## src/rtl/tri_bus_arbiter.sv

```systemverilog
// Round-robin owner selection for a shared tristate net: one-hot grant/oe,
// an enforced all-off turnaround gap between owners, and a bounded tenure under contention.
module tri_bus_arbiter #(
    parameter int unsigned N          = 4,
    parameter int unsigned MAX_HOLD   = 8,
    parameter int unsigned TURNAROUND = 1
) (
    input  logic                                  clk,
    input  logic                                  rst,
    input  logic [N-1:0]                          req,
    output logic [N-1:0]                          grant,
    output logic [N-1:0]                          oe,
    output logic [((N > 1) ? $clog2(N) : 1)-1:0]  owner,
    output logic                                  busy,
    output logic                                  timeout
);

    localparam int unsigned OW = (N > 1) ? $clog2(N) : 1;
    localparam int unsigned HW = (MAX_HOLD > 1) ? $clog2(MAX_HOLD) : 1;
    localparam int unsigned TW = (TURNAROUND > 1) ? $clog2(TURNAROUND) : 1;

    localparam logic [HW-1:0] HOLD_LAST = HW'(MAX_HOLD - 1);
    localparam logic [TW-1:0] TURN_LAST = TW'(TURNAROUND - 1);
    localparam logic [N-1:0]  ONE_HOT0  = N'(1);

    localparam logic [1:0] IDLE = 2'd0;
    localparam logic [1:0] OWN  = 2'd1;
    localparam logic [1:0] TURN = 2'd2;

    logic [1:0]    state, stateNext;
    logic [OW-1:0] last, lastNext;
    logic [HW-1:0] holdCnt, holdNext;
    logic [TW-1:0] turnCnt, turnNext;
    logic [N-1:0]  grantNext;
    logic [OW-1:0] ownerNext;
    logic          busyNext;
    logic          timeoutNext;

    logic          arbFound;
    logic [OW-1:0] arbIdx;
    logic [OW-1:0] cand;
    logic          ownerReq;
    logic          othersPending;

    // First requester after the previous owner, wrapping modulo N.
    always_comb begin
        arbFound = 1'b0;
        arbIdx   = '0;
        cand     = '0;
        for (int unsigned k = 1; k <= N; k++) begin
            cand = OW'((32'(last) + k) % N);
            if (!arbFound && req[cand]) begin
                arbFound = 1'b1;
                arbIdx   = cand;
            end
        end
    end

    assign ownerReq      = req[owner];
    assign othersPending = |(req & ~grant);

    always_comb begin
        stateNext   = state;
        lastNext    = last;
        holdNext    = holdCnt;
        turnNext    = turnCnt;
        grantNext   = grant;
        ownerNext   = owner;
        busyNext    = busy;
        timeoutNext = 1'b0;

        case (state)
            IDLE: begin
                if (arbFound) begin
                    stateNext = OWN;
                    grantNext = ONE_HOT0 << arbIdx;
                    ownerNext = arbIdx;
                    busyNext  = 1'b1;
                    holdNext  = '0;
                end
            end
            OWN: begin
                if (!ownerReq || (holdCnt == HOLD_LAST && othersPending)) begin
                    stateNext   = TURN;
                    grantNext   = '0;
                    ownerNext   = '0;
                    busyNext    = 1'b0;
                    lastNext    = owner;
                    turnNext    = '0;
                    // Still requesting means the hold limit forced it off.
                    timeoutNext = ownerReq;
                end else if (holdCnt != HOLD_LAST) begin
                    holdNext = holdCnt + HW'(1);
                end
            end
            TURN: begin
                if (turnCnt == TURN_LAST) begin
                    if (arbFound) begin
                        stateNext = OWN;
                        grantNext = ONE_HOT0 << arbIdx;
                        ownerNext = arbIdx;
                        busyNext  = 1'b1;
                        holdNext  = '0;
                    end else begin
                        stateNext = IDLE;
                    end
                end else begin
                    turnNext = turnCnt + TW'(1);
                end
            end
            default: begin
                stateNext = IDLE;
                grantNext = '0;
                ownerNext = '0;
                busyNext  = 1'b0;
            end
        endcase
    end

    always_ff @(posedge clk) begin
        if (rst) begin
            state   <= IDLE;
            last    <= OW'(N - 1);
            holdCnt <= '0;
            turnCnt <= '0;
            grant   <= '0;
            oe      <= '0;
            owner   <= '0;
            busy    <= 1'b0;
            timeout <= 1'b0;
        end else begin
            state   <= stateNext;
            last    <= lastNext;
            holdCnt <= holdNext;
            turnCnt <= turnNext;
            grant   <= grantNext;
            oe      <= grantNext;
            owner   <= ownerNext;
            busy    <= busyNext;
            timeout <= timeoutNext;
        end
    end

endmodule

```

## config.mk

```make
export PLATFORM = sky130hd
export DESIGN_NAME = tri_bus_arbiter
export DESIGN_NICKNAME = d
export VERILOG_FILES = /design/src/rtl/tri_bus_arbiter.sv
export SDC_FILE = /design/constraint.sdc
export NUM_CORES = 1
export LEC_CHECK = 0
export CAP_MARGIN = 20
export CORE_MARGIN = 2
export CORE_UTILIZATION = 50
export CTS_BUF_LIST = sky130_fd_sc_hd__clkbuf_2
export DETAILED_ROUTE_END_ITERATION = 6
export PLACE_DENSITY = 0.75
export SYNTH_ARGS = -nofsm -noshare
export SYNTH_HDL_FRONTEND = slang
export SYNTH_SLANG_ARGS = --single-unit
```

## constraint.sdc

```tcl
create_clock -name clk -period 3.2 [get_ports clk]
set_input_delay 0.32 -clock clk [delete_from_list [all_inputs] [get_ports clk]]
set_output_delay 0.32 -clock clk [all_outputs]
set_load 0.01 [all_outputs]
```

==> impl_metrics.json, run 1 <==
{
  "setup_ws_ns": 1.31,
  "routed.top_layer": "met4",
  "synth_largest_area_cell": "dfxtp_1",
  "vias": 782,
  "power_density_nw_per_um2": 400,
  "worstSkewPairLatency_ns": 0.29,
  "internal_power_w": 0.000296,
  "reg2regPathDepth": 6,
  "dp_hpwl_um": 1470,
  "worst_setup_path_start_kind": "input pin",
  "synth_top_area_share_pct": 32.2,
  "core_um2": 1750,
  "synth_area_um2": 932,
  "drt_iter0_markers": 15,
  "numCtsBuffers": 3,
  "routed_wl_um": 1980,
  "worst-path-stages": 5,
  "vdd_drop_max_uv": 229,
  "dr_wl_met2_um": 931,
  "cp_top_family": "compound AO/OA/AOI/OAI gates",
  "grt-ovfl-total": 0,
  "nFillCells": 156,
  "reg2reg_slack_ns": 1.44,
  "cp_cell_sequence": "clkdlybuf4s50_1, nor2b_1, o41ai_4, a21oi_2, and3b_1",
  "comb_power_share_pct": 28.1,
  "post_cts_resized": 0,
  "cts_setup_buffers": 0,
  "layoutNonFillerInstCount": 139,
  "p_switching_w": 0.000144,
  "grt_pass1_vias": 727,
  "ys_warn_count": 0,
  "syn_avg_cell_area_um2": 9.23,
  "netSwitchingFraction_pct": 32.7,
  "multi_input_comb_area_um2": 571,
  "crit_type": "input pin to flop",
  "nets": 123,
  "viasPerCell": 5.63,
  "antenna_found_initial": 0,
  "yosysSeqAreaShare_pct": 32.2,
  "final_core_util_pct": 63.0,
  "holdPathStages": 2,
  "drt-met1-wl_um": 934,
  "status": "completed",
  "synth_seq_cells": 15,
  "async_flop_share_pct": 0,
  "fmax_mhz": 530,
  "cp_max_fo": 8,
  "min_period_ns": 1.89,
  "wire_per_inst_um": 14.2,
  "firstDrtPassIters": 4,
  "fp.dieH_um": 47.2,
  "crit_arrival_ns": 2.09,
  "areaGrowthSynthToFinish_pct": 18.0,
  "grt_usage_pct": 21.2,
  "max_slew_margin_pct": 52.3,
  "end_kind": "flop",
  "drv_cap": 0,
  "finalSetupViolations": 0,
  "p_seq_share_pct": 49.8,
  "crit_buf_inv": 1,
  "wl_met3_um": 78,
  "synth_edf_count": 0,
  "synth-main-ff-cell": "dfxtp_1",
  "finClkSkew_ns": 0.0143,
  "synth_common_cells": "dfxtp_1, nand3_1, nor2_1",
  "start_util_pct": 53.4,
  "clkPwrFrac_pct": 22.1,
  "h-tree-depth": 1,
  "drc_errors": 0,
  "ys_top_cells_by_area": "dfxtp_1, nand3_1, nor2b_1",
  "hold_viol": 0,
  "yosysUniqueCellTypes": 36,
  "cts_tree": "yes",
  "fin_crit_sh_pct": 59.0,
  "root_buffer": "clkbuf_2",
  "clockBufferDepth": 2,
  "place_congestion": 0.808,
  "synth_nets": 109,
  "cp_slowest_stage_delay_ns": 0.61,
  "worst_slew_pin_slew_ns": 0.713,
  "tns_ns": 0,
  "grt_pass1_wl_um": 3330,
  "diodes": 0,
  "power.leakage_nw": 0.369,
  "place_inst": 135,
  "rsz0062_at_grt": "false",
  "slowest_stage": "o41ai_4",
  "syn_inst": 101,
  "slew_viol_final": 0,
  "path_clk_slew_ns": 0.16,
  "hold_path.class": "flop to flop",
  "required_ns": 3.41,
  "ant_nets": 0,
  "core.rowCount": 15,
  "dp_slack_ns": 0.986,
  "grt_max_degree": 21,
  "synth_most_common_cell": "dfxtp_1",
  "cts_num_sinks": 15,
  "seqCellArea_um2": 300,
  "dieArea_um2": 2230,
  "die_w_um": 47.2,
  "layout-drive-gt1-share_pct": 11.4,
  "ios": 18,
  "portBuffers": 17,
  "hold_buffers": 0
}
worst reg2reg max path, delay by kind of cell (launching register included):
kind                     cells  cell delay, ns
AO/OA/AOI/OAI                2            0.24
adder cells (fa/ha/maj)      2            0.44
flip-flops                   1            0.36
AND/OR/NAND/NOR              2            0.66
state kept, by name, indices dropped and copies added (netlist names):
name,cells
holdCnt,3
busy,1
last,2
timeout,1
oe,4
state,2
owner,2
metrics by stage:
stage	hold slack (ns)	instance area, µm²	power (W)
floorplan	0.436	932	0.000306
global placement	0.443	1080	0.000344
detailed placement	0.453	1080	0.000347
CTS	0.471	1100	0.000437
global route	0.502	1100	0.000463
finish	0.467	1100	0.000440
path summary, 6_finish.rpt:
path	start	to
max	req[3]	timeout$_SDFF_PP0_
min	holdCnt[2]$_SDFFE_PP0P_	holdCnt[2]$_SDFFE_PP0P_
max reg2reg	holdCnt[0]$_SDFFE_PP0P_	holdCnt[0]$_SDFFE_PP0P_
min reg2reg	holdCnt[2]$_SDFFE_PP0P_	holdCnt[2]$_SDFFE_PP0P_
cell families (layout without fill, tap and decap cells):
family          count (synthesis)  after routing  synth area share (%)
simple gates                   49             49                  31.5
compound gates                 22             22                  22.4
buf+inv                        10             23                  6.58
flops                          15             15                  32.2
mux                             3              3                  4.56
fa+ha+maj                       2              2                  2.68
power groups by stage:
stage	combinational, W	clock [W]	sequential (W)
after floorplan	0.0000857	0	0.000220
after global placement	0.000121	0	0.000223
after detailed placement	0.000123	0	0.000223
after CTS	0.000124	0.0000943	0.000219
after global routing	0.000136	0.000106	0.000222
final	0.000124	0.0000972	0.000219
layer usage:
| layer | up-vias | global-route usage [%] |
|---|---|---|
| met4 | 0 | 8.89 |
| met1 | 363 | 28.4 |
| met3 | 4 | 5.77 |
| met5 | - | 0 |
| met2 | 21 | 32.1 |
| li1 | 394 | - |
cell usage in the layout, fill, tap and decap left out, drive strengths merged, types with 3 or more instances in the layout:
cell type,count
nor2,8
clkbuf,4
clkdlybuf4s50,17
nand2b,4
a21oi,5
o211ai,5
nand2,4
nand3b,3
nand3,11
nor2b,6
dfxtp,15
nor3b,5
cell type report:
| cell class | count | area share, % |
|---|---|---|
| clock buffers | 4 | 1.82 |
| well taps | 25 | 2.84 |
| repair buffers | 17 | 15.5 |
| inverters | 2 | 0.683 |
| flip-flops and latches | 15 | 27.3 |
| multi-input cells | 76 | 51.9 |
(Power assumes the default switching activity.)
==> run 2, diff against run 1 <==
--- a/config.mk
+++ b/config.mk
@@ -7,10 +7,10 @@
 export LEC_CHECK = 0
 export CAP_MARGIN = 20
 export CORE_MARGIN = 2
-export CORE_UTILIZATION = 50
+export CORE_UTILIZATION = 47
 export CTS_BUF_LIST = sky130_fd_sc_hd__clkbuf_2
 export DETAILED_ROUTE_END_ITERATION = 6
-export PLACE_DENSITY = 0.75
+export PLACE_DENSITY = 0.74
 export SYNTH_ARGS = -nofsm -noshare
 export SYNTH_HDL_FRONTEND = slang
 export SYNTH_SLANG_ARGS = --single-unit
==> constraint.sdc (replaced) <==
create_clock -name clk -period 1.6 [get_ports clk]
set_input_delay 0.16 -clock clk [delete_from_list [all_inputs] [get_ports clk]]
set_output_delay 0.16 -clock clk [all_outputs]
set_load 0.01 [all_outputs]
==> run 2 against run 1 <==
Net effect:
- global-route usage up 0.32 points
- final cell count up 14%
- count of clock-buffer cells in the layout down 1
- critical path type unchanged
- highest routed layer unchanged
==> impl_metrics.json, run 2 (synthesis results as in run 1) <==
{
  "status": "completed",
  "slew_viol_final": 0,
  "grt_usage_pct": 21.5,
  "slowest_stage": "o41ai_4",
  "worstSetupEndpoint": "owner[1]$_SDFFE_PP0P_",
  "layout-drive-gt1-share_pct": 27.5,
  "cts_tree": "yes",
  "grt_max_degree": 19,
  "reg2regPathDepth": 6,
  "core_um2": 1920,
  "tns_ns": 0,
  "power.leakage_nw": 0.466,
  "regMostFlops": "oe",
  "start_util_pct": 48.5,
  "grt-ovfl-total": 0,
  "clockBufferDepth": 2,
  "nets": 140,
  "crit_buf_inv": 2,
  "cp_slowest_stage_delay_ns": 0.51,
  "numCtsBuffers": 3,
  "cp_top_family": "compound AO/OA/AOI/OAI gates",
  "drc_errors": 0,
  "dieArea_um2": 2360,
  "cp_max_fo": 4,
  "grt_pass1_wl_um": 3960,
  "min_period_ns": 1.52,
  "crit_start": "req[0]",
  "fin_crit_sh_pct": 95.1,
  "finalSetupViolations": 0,
  "fp.dieH_um": 48.5,
  "root_buffer": "clkbuf_2",
  "diodes": 0,
  "drt_iter0_markers": 23,
  "vias": 904,
  "ant_nets": 0,
  "worst-path-stages": 6,
  "viasPerCell": 5.72,
  "core.rowCount": 16,
  "fmax_mhz": 657,
  "cp_cell_sequence": "clkdlybuf4s50_1, nor2b_1, o41ai_4, buf_4, nand4_1, a31oi_1",
  "rsz0062_at_grt": "false",
  "routed_wl_um": 2440,
  "hold_buffers": 0,
  "h-tree-depth": 1,
  "end_kind": "flop",
  "required_ns": 1.84,
  "wire_per_inst_um": 15.5,
  "regToRegStartpoint": "holdCnt[0]$_SDFFE_PP0P_",
  "hp-start": "holdCnt[0]$_SDFFE_PP0P_",
  "finClkSkew_ns": 0.00289,
  "worst_setup_path_start_kind": "input pin",
  "die_w_um": 48.5,
  "rr_endpoint": "holdCnt[0]$_SDFFE_PP0P_",
  "path_clk_slew_ns": 0.17,
  "crit_type": "input pin to flop",
  "hold_path.class": "flop to flop",
  "cts_num_sinks": 15,
  "portBuffers": 17,
  "final_core_util_pct": 66.3,
  "dp_hpwl_um": 1790,
  "antenna_found_initial": 0,
  "crit_arrival_ns": 1.76,
  "worst_slew_pin_slew_ns": 0.440,
  "reg2reg_slack_ns": 0.10,
  "ios": 18,
  "areaGrowthSynthToFinish_pct": 36.8,
  "hold_viol": 0,
  "power_density_nw_per_um2": 735,
  "mostFrequentLayoutCells": "clkdlybuf4s50_1, buf_4, dfxtp_1",
  "firstDrtPassIters": 4,
  "vdd_drop_max_uv": 534,
  "grt_pass1_vias": 868,
  "place_congestion": 0.840,
  "max_slew_margin_pct": 70.6,
  "largest_reg_flops": 4,
  "drv_cap": 0,
  "reg_top3": "oe (4), holdCnt (3)",
  "worstSkewPairLatency_ns": 0.30
}
[run 2: cell count changes in the layout (fill, tap and decap cells not counted), sizes merged]
cell,delta
clkdlybuf4s50,-1
clkbuf,-1
dlymetal6s2s,+1
buf,+17
clkinv,+1
[run 2: metrics by stage]
| stage | worst slack (ns) | total power, W | instances | cell area, µm² | hold WS, ns |
|---|---|---|---|---|---|
| after detailed placement | -0.296 | 0.000735 | 153 | 1220 | 0.464 |
| final | 0.0777 | 0.000937 | 158 | 1270 | 0.483 |
| after floorplan | 0.0423 | 0.000612 | 101 | 937 | 0.401 |
| after global routing | 0.00684 | 0.000982 | 158 | 1270 | 0.510 |
| after CTS | 0.0204 | 0.000929 | 158 | 1250 | 0.484 |
| after global placement | -0.241 | 0.000727 | 153 | 1220 | 0.444 |
[run 2: area by class of cell]
type | count | area (µm²)
clock inverter | 1 | 5.00
fill | 162 | 647
timing repair buffer | 34 | 313
multi-input combinational | 76 | 597
inverter | 2 | 7.51
sequential | 15 | 304
clock buffer | 3 | 15.0
tap | 27 | 33.8
[run 2: worst min path at each step]
| stage | to | depth (start not counted) |
|---|---|---|
| 2_1_floorplan | owner[1]$_SDFFE_PP0P_ | 3 |
| 3_3_place_gp | holdCnt[1]$_SDFFE_PP0P_ | 2 |
| 3_5_place_dp | holdCnt[1]$_SDFFE_PP0P_ | 2 |
| 4_1_cts | holdCnt[1]$_SDFFE_PP0P_ | 2 |
| 5_1_grt | holdCnt[1]$_SDFFE_PP0P_ | 2 |
| 6_report | holdCnt[0]$_SDFFE_PP0P_ | 2 |
[run 2: where the power goes]
| part | internal (W) | switching (W) |
|---|---|---|
| sequential | 0.000405 | 0.0000313 |
| clock | 0.0000566 | 0.000139 |
| combinational | 0.000161 | 0.000144 |
[run 2: layer usage]
layer	wire length (µm)	share of wire [%]	global-route usage [%]
met3	73	3.0	2.78
met4	72	2.9	12.4
met5	0	0	0
met1	1040	43	26.4
met2	1260	51	36.3
[run 2: worst min-delay path: cells and delay by family (launching register included)]
family	cells	cell delay [ns]
simple gates	1	0.05
compound gates	1	0.05
flops	1	0.36
[run 2: what timing repair did]
action                     4_1_cts  5_1_grt
setup buffers                    1        0
setup endpoints to repair        1        5
pin swaps                        2        3
resized for setup                2        6
==> run 3, diff against run 2 <==
--- a/config.mk
+++ b/config.mk
@@ -11,6 +11,7 @@
 export CTS_BUF_LIST = sky130_fd_sc_hd__clkbuf_2
 export DETAILED_ROUTE_END_ITERATION = 6
 export PLACE_DENSITY = 0.74
+export SETUP_SLACK_MARGIN = 0.05
 export SYNTH_ARGS = -nofsm -noshare
 export SYNTH_HDL_FRONTEND = slang
 export SYNTH_SLANG_ARGS = --single-unit
==> run 3 against run 2 <==
Net effect:
- clock power down 3%
- worst setup slack worse by 0.052 ns
- wire length is 7.9% higher
- sequential power hardly changed
- critical path depth down 1
==> impl_metrics.json, run 3 (synthesis results as in run 1) <==
{
  "diodes": 0,
  "h-tree-depth": 1,
  "cts_tree": "yes",
  "areaGrowthSynthToFinish_pct": 45.9,
  "drv_cap": 0,
  "power.leakage_nw": 0.513,
  "power_density_nw_per_um2": 707,
  "clockBufferDepth": 2,
  "portBuffers": 17,
  "cts_num_sinks": 15,
  "worstSkewPairLatency_ns": 0.28,
  "crit_arrival_ns": 1.80,
  "worst_setup_path_start_kind": "flop",
  "firstDrtPassIters": 4,
  "p_switching_w": 0.000316,
  "tns_ns": 0,
  "min_period_ns": 1.57,
  "comb_power_share_pct": 34.5,
  "largest_reg_flops": 4,
  "final_core_util_pct": 70.8,
  "end_kind": "flop",
  "dp_hpwl_um": 1780,
  "hold_viol": 0,
  "finalSetupViolations": 0,
  "numCtsBuffers": 3,
  "core_um2": 1920,
  "netSwitchingFraction_pct": 32.9,
  "rsz0062_at_grt": "true",
  "root_buffer": "clkbuf_2",
  "final_common_cell": "buf_4",
  "p_seq_share_pct": 45.6,
  "setup_ws_ns": 0.0255,
  "grt_max_degree": 15,
  "drc_errors": 0,
  "holdWs_ns": 0.461,
  "worst_slew_pin_slew_ns": 0.557,
  "vdd_drop_max_uv": 538,
  "hold_path.class": "input pin to flop",
  "routed_wl_um": 2640,
  "dieArea_um2": 2360,
  "place_congestion": 0.826,
  "clkPwrFrac_pct": 19.9,
  "max_slew_margin_pct": 62.4,
  "grt_usage_pct": 21.6,
  "nets": 145,
  "antenna_found_initial": 0,
  "dp_slack_ns": -0.266,
  "ios": 18,
  "internal_power_w": 0.000645,
  "mostFrequentLayoutCells": "buf_4, clkdlybuf4s50_1, nand3_1",
  "finalPower_w": 0.000961,
  "fp.dieH_um": 48.5,
  "finClkSkew_ns": 0.00686,
  "cp_cell_sequence": "mux4_2, a2bb2oi_4, buf_6, nand2_2, a21oi_2",
  "fin_crit_sh_pct": 98.4,
  "layout-drive-gt1-share_pct": 36.0,
  "cp_max_fo": 4,
  "fmax_mhz": 635,
  "vias": 939,
  "status": "completed",
  "grt_pass1_vias": 872,
  "hold_buffers": 0,
  "path_clk_slew_ns": 0.15,
  "viasPerCell": 5.76,
  "ant_nets": 0,
  "grt-ovfl-total": 0,
  "start_util_pct": 48.5,
  "nFillCells": 142,
  "reg_top3": "oe (4), holdCnt (3)",
  "required_ns": 1.82,
  "crit_type": "flop to flop",
  "grt_pass1_wl_um": 4020,
  "wire_per_inst_um": 16.2,
  "drt_iter0_markers": 34,
  "slew_viol_final": 0,
  "cp_slowest_stage_delay_ns": 0.60,
  "slowest_stage": "mux4_2",
  "core.rowCount": 16,
  "die_w_um": 48.5,
  "regMostFlops": "oe"
}
run 3: cell types whose count changed in the layout (fill, tap and decap cells not counted), moves of 2 or more:
cell	delta
buf_6	+4
buf_4	+2
dfxtp_2	+2
dlymetal6s2s_1	+2
nand2_2	+2
dfxtp_1	-3
nand2_1	-2
clkdlybuf4s50_1	-2
run 3: path summary, 6_finish.rpt:
| path | endpoint | from | cells after the start | slack (ns) |
|---|---|---|---|---|
| worst min register to register | busy$_SDFFE_PP0P_ | busy$_SDFFE_PP0P_ | 2 | 0.51 |
| worst max-delay path | holdCnt[0]$_SDFFE_PP0P_ | owner[1]$_SDFFE_PP0P_ | 5 | 0.03 |
| worst max register to register | holdCnt[0]$_SDFFE_PP0P_ | owner[1]$_SDFFE_PP0P_ | 5 | 0.03 |
| worst min-delay path | oe[3]$_SDFFE_PP0P_ | req[2] | 5 | 0.46 |
run 3: repair_timing:
action                                  CTS  global route
pin swaps                                 4            10
gates resized for setup                   6            18
setup buffers                             4             4
endpoints found under the setup margin    1            14
run 3: per-stage QoR:
stage	area (µm²)	std cells
4_1_cts	1280	160
5_1_grt	1360	163
3_5_place_dp	1200	152
3_3_place_gp	1200	152
2_1_floorplan	938	101
6_report	1360	163
run 3: routing by layer:
metal,vias up,GRT usage (%),routed length [µm]
met4,0,6.67,57
met1,459,25.0,1040
met2,29,41.2,1420
met3,8,2.47,118
li1,443,-,-
met5,-,0,0
run 3: cell type report:
cell class	count	area, µm²	area share (%)
Clock buffer	4	20.0	1.47
Sequential cell	15	310	22.8
Multi-Input combinational cell	76	631	46.4
Tap cell	27	33.8	2.48
Timing Repair Buffer	39	358	26.3
Inverter	2	7.51	0.552
run 3: worst max-delay path: cells and delay by family (launching register included):
family	cells	cell delay (ns)
simple gates	1	0.06
mux	1	0.60
buf+inv	1	0.14
compound gates	2	0.35
flops	1	0.37
run 3: power by group through the flow:
| stage | logic, W | registers [W] | clock network [W] |
|---|---|---|---|
| after global placement | 0.000276 | 0.000441 | 0 |
| after CTS | 0.000303 | 0.000436 | 0.000198 |
| after detailed placement | 0.000285 | 0.000442 | 0 |
| after floorplan | 0.000172 | 0.000441 | 0 |
| after global routing | 0.000352 | 0.000443 | 0.000212 |
| final | 0.000332 | 0.000438 | 0.000191 |
